`src/rtl/fetch_queue_if.sv`:
```
// Fetch front-end bus: the instruction-memory request channel plus the ID-facing queue head.
// imem: imem_req holds with imem_addr stable until the cycle imem_ack is high (ack may
// coincide with the first req cycle). id: an entry transfers on any cycle with id_valid && id_ready.
interface fetch_queue_if #(
  parameter int DWIDTH = 32
);
  logic              imem_req;
  logic [DWIDTH-1:0] imem_addr;
  logic              imem_ack;
  logic [DWIDTH-1:0] imem_rdata;
  logic              id_valid;
  logic              id_ready;
  logic [DWIDTH-1:0] id_pc;
  logic [DWIDTH-1:0] id_npc;
  logic [DWIDTH-1:0] id_instr;

  modport master (
    output imem_req, imem_addr, id_valid, id_pc, id_npc, id_instr,
    input  imem_ack, imem_rdata, id_ready
  );

  modport slave (
    input  imem_req, imem_addr, id_valid, id_pc, id_npc, id_instr,
    output imem_ack, imem_rdata, id_ready
  );
endinterface

```
`src/rtl/fetch_queue.sv`:
```
// Instruction-fetch front end: owns the fetch PC, issues one outstanding imem request at a
// time, buffers returned words in a small FIFO and presents the head to ID.
module fetch_queue #(
  parameter int                DWIDTH   = 32,
  parameter int                DEPTH    = 4,
  parameter logic [DWIDTH-1:0] RESET_PC = '0
) (
  input  logic                     clk,
  input  logic                     rst,
  input  logic                     redirect_valid,
  input  logic [DWIDTH-1:0]        redirect_pc,
  fetch_queue_if.master            bus,
  output logic [$clog2(DEPTH):0]   fetch_count,
  output logic [1:0]               state_dbg
);
  localparam int AW = $clog2(DEPTH);
  localparam int CW = AW + 1;

  typedef enum logic [1:0] {
    S_IDLE = 2'd0,
    S_REQ  = 2'd1,
    S_DROP = 2'd2
  } state_t;

  state_t            state;
  logic [DWIDTH-1:0] fetch_pc;
  logic              imem_req_q;
  logic [DWIDTH-1:0] imem_addr_q;
  logic [AW-1:0]     rd_ptr;
  logic [AW-1:0]     wr_ptr;
  logic [CW-1:0]     count;
  logic [DWIDTH-1:0] pc_mem    [DEPTH];
  logic [DWIDTH-1:0] instr_mem [DEPTH];

  logic [DWIDTH-1:0] redir_pc;
  logic              ack;
  logic              pop;
  logic              push;
  logic [CW-1:0]     count_after_pop;
  logic [CW-1:0]     count_after_push_pop;
  logic [DWIDTH-1:0] next_seq_pc;

  assign redir_pc             = {redirect_pc[DWIDTH-1:2], 2'b00};
  assign ack                  = bus.imem_ack & imem_req_q;
  assign pop                  = (count != '0) & bus.id_ready;
  assign push                 = (state == S_REQ) & ack & ~redirect_valid;
  assign count_after_pop      = count - CW'(pop);
  assign count_after_push_pop = count_after_pop + CW'(1);
  assign next_seq_pc          = imem_addr_q + DWIDTH'(4);

  always_ff @(posedge clk or posedge rst) begin
    if (rst) begin
      state       <= S_IDLE;
      fetch_pc    <= RESET_PC;
      imem_req_q  <= 1'b0;
      imem_addr_q <= RESET_PC;
      rd_ptr      <= '0;
      wr_ptr      <= '0;
      count       <= '0;
    end else begin
      // Redirect flushes the queue and overrides any same-cycle push or pop.
      if (redirect_valid) begin
        rd_ptr <= '0;
        wr_ptr <= '0;
        count  <= '0;
      end else begin
        if (push) wr_ptr <= wr_ptr + AW'(1);
        if (pop)  rd_ptr <= rd_ptr + AW'(1);
        count <= count + CW'(push) - CW'(pop);
      end

      case (state)
        S_IDLE: begin
          if (redirect_valid) begin
            state       <= S_REQ;
            imem_req_q  <= 1'b1;
            imem_addr_q <= redir_pc;
            fetch_pc    <= redir_pc;
          end else if (count_after_pop < CW'(DEPTH)) begin
            state       <= S_REQ;
            imem_req_q  <= 1'b1;
            imem_addr_q <= fetch_pc;
          end
        end
        S_REQ: begin
          if (redirect_valid && ack) begin
            imem_addr_q <= redir_pc;
            fetch_pc    <= redir_pc;
          end else if (redirect_valid) begin
            // The old request must still complete; its data will be thrown away.
            state    <= S_DROP;
            fetch_pc <= redir_pc;
          end else if (ack) begin
            fetch_pc <= next_seq_pc;
            if (count_after_push_pop < CW'(DEPTH)) begin
              imem_addr_q <= next_seq_pc;
            end else begin
              state      <= S_IDLE;
              imem_req_q <= 1'b0;
            end
          end
        end
        S_DROP: begin
          if (redirect_valid) fetch_pc <= redir_pc;
          if (ack) begin
            state       <= S_REQ;
            imem_addr_q <= redirect_valid ? redir_pc : fetch_pc;
          end
        end
        default: begin
          state      <= S_IDLE;
          imem_req_q <= 1'b0;
        end
      endcase
    end
  end

  // Storage needs no reset: entries are only visible when count says so.
  always_ff @(posedge clk) begin
    if (push) begin
      pc_mem[wr_ptr]    <= imem_addr_q;
      instr_mem[wr_ptr] <= bus.imem_rdata;
    end
  end

  assign bus.imem_req  = imem_req_q;
  assign bus.imem_addr = imem_addr_q;
  assign bus.id_valid  = (count != '0);
  assign bus.id_pc     = (count != '0) ? pc_mem[rd_ptr] : '0;
  assign bus.id_instr  = (count != '0) ? instr_mem[rd_ptr] : '0;
  assign bus.id_npc    = bus.id_pc + DWIDTH'(4);
  assign fetch_count   = count;
  assign state_dbg     = state;

  a_no_push_when_full: assert property (@(posedge clk) disable iff (rst)
    push |-> (count < CW'(DEPTH) || pop));
endmodule
```
`src/flat_wrapper.sv`:
```
// flat-port wrapper written by rule: the top's interface ports become plain ports
module fetch_queue_flat 
#(
  parameter int                DWIDTH   = 32,
  parameter int                DEPTH    = 4,
  parameter logic [DWIDTH-1:0] RESET_PC = '0
)
  (clk, rst, redirect_valid, redirect_pc, fetch_count, state_dbg, bus_imem_req, bus_imem_addr, bus_id_valid, bus_id_pc, bus_id_npc, bus_id_instr, bus_imem_ack, bus_imem_rdata, bus_id_ready);
  fetch_queue_if #(.DWIDTH(DWIDTH)) bus_i ();
  input  logic clk;
  input  logic rst;
  input  logic redirect_valid;
  input  logic [DWIDTH-1:0] redirect_pc;
  output logic [$clog2(DEPTH):0] fetch_count;
  output logic [1:0] state_dbg;
  output wire logic [$bits(bus_i.imem_req)-1:0] bus_imem_req;
  output wire logic [$bits(bus_i.imem_addr)-1:0] bus_imem_addr;
  output wire logic [$bits(bus_i.id_valid)-1:0] bus_id_valid;
  output wire logic [$bits(bus_i.id_pc)-1:0] bus_id_pc;
  output wire logic [$bits(bus_i.id_npc)-1:0] bus_id_npc;
  output wire logic [$bits(bus_i.id_instr)-1:0] bus_id_instr;
  input wire logic [$bits(bus_i.imem_ack)-1:0] bus_imem_ack;
  input wire logic [$bits(bus_i.imem_rdata)-1:0] bus_imem_rdata;
  input wire logic [$bits(bus_i.id_ready)-1:0] bus_id_ready;
  assign bus_imem_req = bus_i.imem_req;
  assign bus_imem_addr = bus_i.imem_addr;
  assign bus_id_valid = bus_i.id_valid;
  assign bus_id_pc = bus_i.id_pc;
  assign bus_id_npc = bus_i.id_npc;
  assign bus_id_instr = bus_i.id_instr;
  assign bus_i.imem_ack = bus_imem_ack;
  assign bus_i.imem_rdata = bus_imem_rdata;
  assign bus_i.id_ready = bus_id_ready;
  fetch_queue #(.DWIDTH(DWIDTH), .DEPTH(DEPTH), .RESET_PC(RESET_PC)) u_core (.clk(clk), .rst(rst), .redirect_valid(redirect_valid), .redirect_pc(redirect_pc), .bus(bus_i), .fetch_count(fetch_count), .state_dbg(state_dbg));
endmodule
```
`config.mk`:
```
export PLATFORM = sky130hd
export DESIGN_NAME = fetch_queue_flat
export DESIGN_NICKNAME = d
export VERILOG_FILES = /design/src/rtl/fetch_queue_if.sv /design/src/rtl/fetch_queue.sv /design/src/flat_wrapper.sv
export SDC_FILE = /design/constraint.sdc
export NUM_CORES = 1
export LEC_CHECK = 0
export ABC_AREA = 1
export CORE_MARGIN = 2
export CORE_UTILIZATION = 60
export CTS_CLUSTER_SIZE = 40
export DETAILED_ROUTE_END_ITERATION = 12
export PLACE_DENSITY = 0.87
export SKIP_CTS_REPAIR_TIMING = 1
export SLEW_MARGIN = 20
export SYNTH_ARGS = -nofsm -noshare
export SYNTH_HDL_FRONTEND = slang
export SYNTH_SLANG_ARGS = --single-unit
```
`constraint.sdc`:
```
create_clock -name clk -period 10.5 [get_ports clk]
set_clock_uncertainty 0.2 [all_clocks]
set_input_delay 2.1 -clock clk [delete_from_list [all_inputs] [get_ports clk]]
set_output_delay 2.1 -clock clk [all_outputs]
set_load 0.01 [all_outputs]
```
# Word-level counts from Yosys, hierarchy flattened
# Memory sizes are Yosys's and may differ from the RTL's.
# Cells that the tools add are included.
[totals]
regBits = 74
ram_bits = 256
out_inout_bits = 135
inputBits = 69
n_memories = 2
elab_cells = 88
[op_classes]
eq_ne = 14
n_bitwise = 6
n_mux = 37
order_cmp = 2
n_addsub = 8
n_reduce_logical = 12
[memory_table]
columns = ["name", "words", "word_bits", "read_ports", "rd_ports_with_merged_regs", "wr", "line_no", "text"]
rows = [
  ["u_core.instr_mem", 4, 32, 1, 0, 1, "fetch_queue.sv:33", "logic [DWIDTH-1:0] instr_mem [DEPTH];"],
  ["u_core.pc_mem", 4, 32, 1, 0, 1, "fetch_queue.sv:32", "logic [DWIDTH-1:0] pc_mem [DEPTH];"],
]
[ops]
columns = ["cell", "count"]
rows = [
  ["32-bit two-way mux", 13],
  ["32-bit case mux with 3 select lines", 1],
  ["32-bit by 3-bit adder with 32-bit output (second input constant)", 2],
  ["32-bit case mux with 2 select lines", 1],
  ["2-bit two-way mux", 11],
  ["6-bit AND reduction", 2],
  ["3-bit by 2-bit != test with 1-bit output (second input constant)", 3],
  ["3-bit != test (second input constant)", 3],
  ["1-bit two-way mux", 8],
  ["3-bit less-than comparator (second input constant)", 2],
  ["2-bit != test (second input constant)", 3],
  ["2-bit case mux with 3 select lines", 1],
  ["2-bit nonzero test", 3],
  ["3-bit nonzero test", 2],
  ["3-bit by 1-bit subtractor with 3-bit output", 2],
  ["5-bit AND reduction", 1],
  ["2-bit by 1-bit adder with 2-bit output (second input constant)", 2],
  ["1-bit AND", 4],
  ["2-bit by 1-bit != test with 1-bit output (second input constant)", 2],
  ["4-bit by 3-bit != test with 1-bit output (second input constant)", 1],
  ["3-bit by 1-bit adder with 3-bit output", 1],
  ["3-bit by 1-bit adder with 3-bit output (second input constant)", 1],
  ["3-bit two-way mux", 1],
  ["1-bit case mux with 3 select lines", 1],
  ["7 further kinds", 8],
]

# Depth between registers and ports, before layout
[logic_depth]
depth_word = 10
depth_mapped = 15

# Least setup slack after synthesis
# No wires, ideal clock.
[synth_path]
path_kind = "input port to flip-flop"
from = "in redirect_valid"
to = "mem u_core.instr_mem[0][0] (enable)"
required_time_ns = 9.814
path_buffers = 3
path_stages = 6
setup_ns = 0.486
arrival_time_ns = 5.509
setup_slack_ns = 4.305
cell_sequence = "buf_4 > inv_2 > buf_2 > buf_2 > nand2_1 > nor2_1"
[synth_between]
elab_chain_cells = 4
[synth_lines]
columns = ["item", "line_no", "text"]
rows = [
  ["start: declaration", "flat_wrapper.sv:12", "input logic redirect_valid;"],
  ["1-bit NOT", "fetch_queue.sv:46", "assign push = (state == S_REQ) & ack & ~redirect_valid;"],
  ["1-bit AND", "fetch_queue.sv:46", ""],
  ["1-bit two-way mux", "fetch_queue.sv:120", "if (push) begin"],
  ["1-bit two-way mux (not written as such)", "fetch_queue.sv:122", "instr_mem[wr_ptr] <= bus.imem_rdata;"],
  ["end: declaration", "fetch_queue.sv:33", ""],
]
# Every way passes these cells.

# Final worst setup path
[layout_path]
from = "reg u_core.rd_ptr[1]"
to = "out bus_id_npc[10]"
[layout_between]
elab_chain_cells = 3
[layout_lines]
columns = ["item", "line_no", "text"]
rows = [
  ["start: declaration", "fetch_queue.sv:29", "logic [AW-1:0] rd_ptr;"],
  ["start signal: assignment", "fetch_queue.sv:68", "if (pop) rd_ptr <= rd_ptr + AW'(1);"],
  ["memory 4 x 32 bit", "n/a", ""],
  ["32-bit two-way mux", "fetch_queue.sv:129", "assign bus.id_pc = (count != '0) ? pc_mem[rd_ptr] : '0;"],
  ["32-bit by 3-bit adder with 32-bit output", "fetch_queue.sv:131", "assign bus.id_npc = bus.id_pc + DWIDTH'(4);"],
  ["end: declaration", "flat_wrapper.sv:20", "output wire logic [$bits(bus_i.id_npc)-1:0] bus_id_npc;"],
]
# Every way passes these cells.

==> flow_metrics.py <==
metrics = {
    "outcome": {
        "status": "finished clean",
    },
    "sta": {
        "relSlewSlack": 0.283,
        "fin_tns_setup_ns": 0,
        "tightest_slew_ns": 1.07,
        "fmax_ghz": 0.145,
        "period_needed_ns": 6.92,
        "finalSetupViolCount": 0,
        "rsz0062_at_grt": "false",
        "setup_slack_ns": 3.58,
        "timing.hold.ws_ns": 0.321,
        "drv_slew": 0,
        "period_share": 0.659,
        "final-hold-violation-count": 0,
    },
    "route": {
        "drc": 0,
        "antenna_left": 0,
        "drtPass1Iterations": 6,
        "route.vias.total": 14500,
        "routed_wl_um": 46100,
        "avgRoutedWirePerCell_um": 18.4,
        "vias_per_cell": 5.78,
        "drt_iter0_markers": 1963,
    },
    "hold_path": {
        "hold_start": "u_core.bus.imem_req",
        "min_path_type": "flip-flop to flip-flop",
    },
    "cells_and_area": {
        "layout.cells.non_filler": 2505,
        "fin_area_um2": 20100,
        "n_antenna_cell": 0,
        "drive_gt1_frac": 0.0658,
        "multi_input_area_um2": 6280,
        "final_util": 0.726,
        "n_fill_cell": 1932,
        "area_delta_synth_final_pct": 19.5,
        "final_nets": 2182,
        "seq_area_um2": 9540,
    },
    "placement": {
        "gp_congestion": 0.927,
        "dp.cells": 2443,
        "dp_hpwl_um": 29600,
        "place_ws_ns": 4.13,
        "io_buffers": 201,
        "placed_area_um2": 18900,
    },
    "yosys": {
        "netlist_area_um2": 16800,
        "netlist_instances": 1939,
        "synth_sequential_area_ratio": 0.567,
        "synth-async-reset-ratio": 0.224,
        "synth-edff-count": 256,
        "synthFlopType": "edfxtp_1",
        "synth_common_cells": "550 x nand2_1, 338 x nor2_1, 256 x edfxtp_1",
        "syn-num-nets": 2018,
        "ys_types": 53,
        "yosysMostFrequentCell": "nand2_1",
        "synth_top_area_frac": 0.457,
        "ys_seq_elements": 330,
        "synth_warnings": 0,
        "synth.area.top_cells": "edfxtp_1 46%, nand2_1 12%, dfrtp_1 11%",
        "synth_area_leader_cell": "edfxtp_1",
        "avgSynthCellArea_um2": 8.68,
    },
    "cts": {
        "path_clk_slew_ns": 0.06,
        "numCtsBuffers": 36,
        "cts_root_buf": "clkbuf_16",
        "htreeDepth": 2,
        "cts_tree": "yes",
        "clk_latency_ns": 0.52,
        "max-clock-path-buffers": 3,
        "clock-sinks": 330,
    },
    "power_and_ir_drop": {
        "p_per_area_nw_per_um2": 137,
        "p_total_mw": 2.75,
        "leakage_nw": 7.89,
        "vdd_drop_max_uv": 136,
    },
    "setup_path": {
        "critical_path.max_stage_delay_ns": 0.69,
        "r2r_start": "u_core.state_dbg[1]",
        "critPathBufInv": 4,
        "critPathLaunchType": "flip-flop",
        "worst-setup-path-type": "flip-flop to primary output",
        "cp-end-kind": "primary output",
        "setup.worst_path.start": "u_core.rd_ptr[1]",
        "crit_slowest_cell": "buf_4",
        "crit_arrival_ns": 4.62,
        "critPathRequiredTime_ns": 8.20,
        "crit_family": "buffers and inverters",
        "path_cells": "buf_4 -> inv_2 -> buf_4 -> nand3_1 -> nand2_1 -> nor2_4 -> ha_1 -> nand2_1 -> nor2_2 -> xor2_1 -> clkdlybuf4s50_1",
        "crit_path_max_fanout": 72,
    },
    "die": {
        "initial_core_util": 0.607,
        "die_height_um": 171,
        "die_area_um2": 29400,
        "rows": 61,
        "io-pin-count": 204,
        "core_area_um2": 27700,
        "die_width_um": 171,
    },
    "global_routing": {
        "grt_pass1_vias": 13800,
        "antenna_found_initial": 0,
        "grt_pass1_wl_um": 71600,
        "grt_max_degree": 100,
        "grt_use_total": 0.314,
        "grt_overflow": 0,
    },
    "flow_run": {
        "drv_cap": 0,
    },
}
==> cell type report <==
cell class / count / share of cell area
clock inverter: 19 / 0.0111
multi-input combinational: 1379 / 0.312
clock buffer: 43 / 0.0471
sequential: 330 / 0.475
inverter: 140 / 0.0263
tap: 378 / 0.0235
timing repair buffer: 216 / 0.105
==> logic make-up (layout without fill, tap and decap cells) <==
group / count (synthesis) / count (layout) / synth area share
simple gates: 1107 / 1107 / 0.275
flops: 330 / 330 / 0.567
compound gates: 239 / 239 / 0.0768
buf+inv: 230 / 418 / 0.0618
xor+xnor: 23 / 23 / 0.0120
fa+ha+maj: 10 / 10 / 0.00788
==> worst paths after layout <==
check                                                 to  slack (ns)  cells after the start
worst min register to register       u_core.bus.imem_req        0.32                      2
max in group asynchronous               u_core.rd_ptr[0]        7.35                      3
worst max-delay path                      bus_id_npc[10]        3.58                     11
worst max register to register  u_core.bus.imem_addr[25]        6.64                     11
worst min-delay path                 u_core.bus.imem_req        0.32                      2
min in group asynchronous        u_core.bus.imem_addr[0]        2.01                      3
==> cells in the final DEF, fill, tap and decap left out, types with 5 or more instances in the layout <==
cell / n
inv_1: 126
o21ai_1: 9
dfrtp_1: 72
nor2_4: 14
nand3_2: 7
nand4_1: 15
inv_2: 12
o22ai_1: 5
o21ai_0: 119
buf_4: 15
nand2_1: 550
nand2_2: 10
ha_1: 9
clkbuf_16: 36
xor2_1: 20
edfxtp_1: 256
nor2_1: 334
nand3_1: 133
clkbuf_1: 5
clkinv_1: 5
nor3_1: 14
a21oi_1: 77
clkdlybuf4s50_1: 200
nor2_2: 22
==> registers in the layout (all words and copies together) (netlist names), 2 cells and up <==
name / cells
u_core.bus.imem_addr: 32
u_core.rd_ptr: 2
u_core.fetch_count: 3
u_core.state_dbg: 2
u_core.wr_ptr: 2
u_core.instr_mem: 128
u_core.fetch_pc: 32
u_core.pc_mem: 128
==> power by group <==
part           leakage [nW]  internal, mW  total (mW)  switching [mW]
Sequential             3.34          1.41        1.42         0.00580
Clock                 0.565         0.746        1.25           0.508
Combinational          3.98        0.0385      0.0811          0.0426
==> layer usage <==
layer  vias up  track usage  wire length, um
li1       6723            -                -
met1      6712        0.427            18100
met4         0        0.101             1200
met2       941        0.525            22000
met5         -            0                0
met3       114       0.0442             4760
==> tightest hold or removal path: cells and delay by family, from the launching register on <==
kind / cells / cell delay [ns]
flip-flops: 1 / 0.37
AND/OR/NAND/NOR: 2 / 0.11
No activity file was read; power rests on OpenSTA's default activity.
